$ cat config.mk
export PLATFORM = sky130hd
export DESIGN_NAME = seq_divider
export DESIGN_NICKNAME = d
export VERILOG_FILES = /design/src/rtl/seq_divider_pkg.sv /design/src/rtl/seq_divider.sv
export SDC_FILE = /design/constraint.sdc
export NUM_CORES = 1
export LEC_CHECK = 0
export BUFFER_PORTS_ARGS = -buffer_cell sky130_fd_sc_hd__buf_2
export CORE_UTILIZATION = 55
export CTS_BUF_LIST = sky130_fd_sc_hd__clkbuf_16
export DETAILED_ROUTE_END_ITERATION = 10
export PLACE_DENSITY = 0.8
export SYNTH_ARGS = -nofsm -noshare
export SYNTH_HDL_FRONTEND = slang
export SYNTH_SLANG_ARGS = --single-unit
export TNS_END_PERCENT = 100
$ cat constraint.sdc
create_clock -name clk -period 3.05 [get_ports clk]
set_input_delay 0.1525 -clock clk [delete_from_list [all_inputs] [get_ports clk]]
set_output_delay 0.1525 -clock clk [all_outputs]
set_load 0.01 [all_outputs]
$ cat src/rtl/seq_divider_pkg.sv
// Shared M-extension divide definitions.
// Holds the state encoding of the iterative divider FSM.
package seq_divider_pkg;

   typedef enum logic [1:0] {
      IDLE = 2'd0,
      CALC = 2'd1,
      DONE = 2'd2
   } type_div_state_e;

endpackage

$ cat src/rtl/seq_divider.sv
// Iterative unsigned restoring divider, one quotient bit per cycle.
// Responder on the start/done handshake; sign fix-up is left to the wrapper.
module seq_divider
   import seq_divider_pkg::*;
#(
   parameter int XLEN = 32
) (
   input  logic            clk,
   input  logic            rst_n,
   input  logic            start_i,
   input  logic            abort_i,
   input  logic [XLEN-1:0] opr1_i,
   input  logic [XLEN-1:0] opr2_i,
   output logic            busy_o,
   output logic            done_o,
   output logic [XLEN-1:0] quo_o,
   output logic [XLEN-1:0] rem_o,
   output type_div_state_e dbg_state_o
);

   localparam int CW = $clog2(XLEN);
   localparam logic [CW-1:0] CNT_LAST = CW'(XLEN - 1);

   // Handshake: start_i is taken only in IDLE when abort_i is low; done_o is
   // a one-cycle pulse and quo_o/rem_o are meaningful only while it is high.
   type_div_state_e state_q, state_d;
   logic [XLEN-1:0] quo_q, rem_q, dvsr_q;
   logic [CW-1:0]   cnt_q;
   logic [XLEN:0]   diff;
   logic            accept;
   logic            div_zero;

   assign div_zero = (opr2_i == '0);
   assign diff     = {rem_q, quo_q[XLEN-1]} - {1'b0, dvsr_q};

   always_ff @(posedge clk or negedge rst_n) begin
      if (!rst_n) state_q <= IDLE;
      else        state_q <= state_d;
   end

   always_comb begin
      state_d = state_q;
      accept  = 1'b0;
      case (state_q)
         IDLE: begin
            if (start_i && !abort_i) begin
               accept  = 1'b1;
               state_d = div_zero ? DONE : CALC;
            end
         end
         CALC:    if (cnt_q == CNT_LAST) state_d = DONE;
         DONE:    state_d = IDLE;
         default: state_d = IDLE;
      endcase
      if (abort_i) state_d = IDLE;
   end

   always_ff @(posedge clk or negedge rst_n) begin
      if (!rst_n) begin
         quo_q  <= '0;
         rem_q  <= '0;
         dvsr_q <= '0;
         cnt_q  <= '0;
      end else if (accept) begin
         dvsr_q <= opr2_i;
         cnt_q  <= '0;
         // Division by zero follows RISC-V: all-ones quotient, dividend as remainder.
         if (div_zero) begin
            quo_q <= '1;
            rem_q <= opr1_i;
         end else begin
            quo_q <= opr1_i;
            rem_q <= '0;
         end
      end else if (state_q == CALC) begin
         if (!diff[XLEN]) begin
            rem_q <= diff[XLEN-1:0];
            quo_q <= {quo_q[XLEN-2:0], 1'b1};
         end else begin
            rem_q <= {rem_q[XLEN-2:0], quo_q[XLEN-1]};
            quo_q <= {quo_q[XLEN-2:0], 1'b0};
         end
         cnt_q <= cnt_q + CW'(1);
      end
   end

   assign done_o      = (state_q == DONE);
   assign busy_o      = (state_q != IDLE);
   assign quo_o       = quo_q;
   assign rem_o       = rem_q;
   assign dbg_state_o = state_q;

endmodule

==> impl_metrics.toml <==
[cells_and_area]
instances_no_fill = 1045
drive_gt1_frac = 0.211
area_growth_pct = 20.0
final_common_cell = "buf_2"
diodes = 0
nets = 1003
final_cell_mix = "134 x buf_2, 103 x dfrtp_1, 94 x nand2_1, 92 x nor2_1, 60 x a21oi_1"

[worst_setup_path]
end_kind = "flip-flop"
timing.rr.end = "rem_o[2]"
cp_slowest_cell = "fa_1"
cp_max_fo = 24
cp-start-kind = "flip-flop"
r2r_start = "quo_o[31]"
path_class = "flip-flop to flip-flop"
critPathArrivalTime_ns = 3.19
cp_top_family = "compound AO/OA/AOI/OAI gates"
r2r_cells = 14
worstPathRequired_ns = 3.29
critPathBufInv = 3
cp.depth = 14
cp_common_cell = "a21oi_2"
crit_chain = "inv_1, ha_1, fa_1, nand2b_1, a21oi_2, o2111ai_1, nand2_2, a21oi_2, xnor2_4, buf_12, clkbuf_16, nand2_1, o21ai_1, a211oi_1"
cp_slowest_stage_delay_ns = 0.42
reg2reg_setup_slack_ns = 0.10

[floorplanning]
die-area_sq_mm = 0.0120
core-area_sq_mm = 0.0110
pin_count = 136
core.rowCount = 38
start_util = 0.577
chipWidth_um = 110
die_y_um = 110

[cts]
clockBufferDepth = 2
clkTransAtPathRegs_ns = 0.07
numCtsBuffers = 9
h-tree-depth = 3
cts_tree = "done"
cts_root_buf = "clkbuf_16"
clk_latency_ns = 0.35
numClockSinks = 103
cts_hold_buf = 0

[timing]
relSlewSlack = 0.329
holdWs_ns = -0.0329
finalHoldViolations = 32
clock_skew_ns = 0.00495
slew_viol_final = 0
setup_tns_ns = 0
max_slew.worst_pin.slew_ns = 1.01
fmax_mhz = 339
period_share = 0.967
setup_viol = 0
layout_min_cycle_time_ns = 2.95

[status]
status = "finished with violations"
violations = "negative hold slack"

[synth]
syn_nets = 874
ys.flop_type = "dfrtp_1"
synth_area_sq_mm = 0.00636
yosysWarnings = 0
synth_edf_count = 0
syn_area_per_cell_sq_um = 8.25
ys_seq_area_frac = 0.405
netlist_instances = 771
ys_ff_latch = 103
async_flop_share = 1.00
ys_types = 51

[pwr]
p_per_area_mw_per_mm2 = 1210
p_leak_nw = 3.63
peakVddDrop_v = 0.000670

[global_route]
grt_first_pass_wirelength_um = 30700
antenna_found_initial = 0
grt_usage = 0.340
grt_pass1_vias = 5948
overflow = 0
grt_max_degree = 81

[route]
viasPerCell = 6.12
avgRoutedWirePerCell_um = 19.1
drt_pre_antenna_iters = 5
num_vias = 6392
wl_um = 19900
drc = 0
drtAntennaViolNets = 0
drtIter0Drc = 560

[job]
maxCapViolations = 0

[placement]
port_buffers = 135
place_hpwl_um = 14700
place_inst = 1026
gp_congestion = 0.947

[hold_path]
hold_path.class = "input pin to async pin"
==> kinds of logic after synthesis <==
family | count (synthesis) | synth area share
buffers and inverters | 82 | 0.0525
adder cells (fa/ha/maj) | 35 | 0.0700
multiplexers | 8 | 0.0126
flip-flops | 103 | 0.405
AND/OR/NAND/NOR | 259 | 0.176
AO/OA/AOI/OAI | 254 | 0.241
XOR/XNOR | 30 | 0.0425
==> power breakdown <==
group	switching (W)	leakage, nW	internal [W]
logic	0.00329	2.25	0.00241
registers	0.000436	1.23	0.00181
clock network	0.000538	0.162	0.000723
==> routing by layer <==
metal | vias to the layer above | share of wire | global-route usage
li1 | 3003 | - | -
met1 | 3042 | 0.44 | 0.488
met2 | 314 | 0.45 | 0.517
met3 | 33 | 0.092 | 0.0694
met4 | 0 | 0.020 | 0.104
met5 | - | 0 | 0
==> sequential cells by signal, indices dropped and copies added, names as in the netlist <==
signal	cells
quo_o	32
dbg_state_o	2
rem_o	32
cnt_q	5
dvsr_q	32
==> worst max-delay path by stage <==
stage               slack, ns   endpoint      start
global route          -0.0008  rem_o[12]  quo_o[31]
global placement         0.21  rem_o[15]  quo_o[31]
floorplan                0.47  rem_o[15]  quo_o[31]
finish                   0.10   rem_o[2]  quo_o[31]
CTS                      0.09  rem_o[18]  quo_o[31]
detailed placement       0.12  rem_o[18]  quo_o[31]
==> synth_stat cells (24+ instances only) <==
library cell | n | area share
a21oi_1 | 61 | 0.048
clkbuf_1 | 26 | 0.015
dfrtp_1 | 103 | 0.41
ha_1 | 34 | 0.067
inv_1 | 38 | 0.022
nand2_1 | 95 | 0.056
nor2_1 | 93 | 0.055
o21ai_0 | 55 | 0.043
o21ai_1 | 24 | 0.019
o22ai_1 | 26 | 0.026
==> timing repair <==
item,4_1_cts,5_1_grt
resized for setup,0,2
buffers inserted,0,1
hold endpoints to repair,0,0
setup endpoints to repair,0,13
==> stage by stage <==
stage	total power (W)	hold slack, ns	instance area (sq um)	setup slack [ns]	util
floorplan	0.00587	-0.143	6360	0.472	-
global placement	0.00734	0.372	7240	0.211	0.656
detailed placement	0.00740	0.382	7240	0.117	0.656
CTS	0.00871	0.00578	7560	0.0892	0.685
global route	0.00983	0.0256	7640	-0.000818	0.692
finish	0.00921	-0.0329	7640	0.100	0.692
==> cell type report <==
class,count,area (sq um)
multi-input combinational,586,3480
fill,930,3390
clock buffer,9,225
tap,140,175
sequential,103,2580
timing repair buffer,161,933
clock inverter,7,95.1
inverter,39,146
Note: power is estimated with default switching activity, not from simulation.
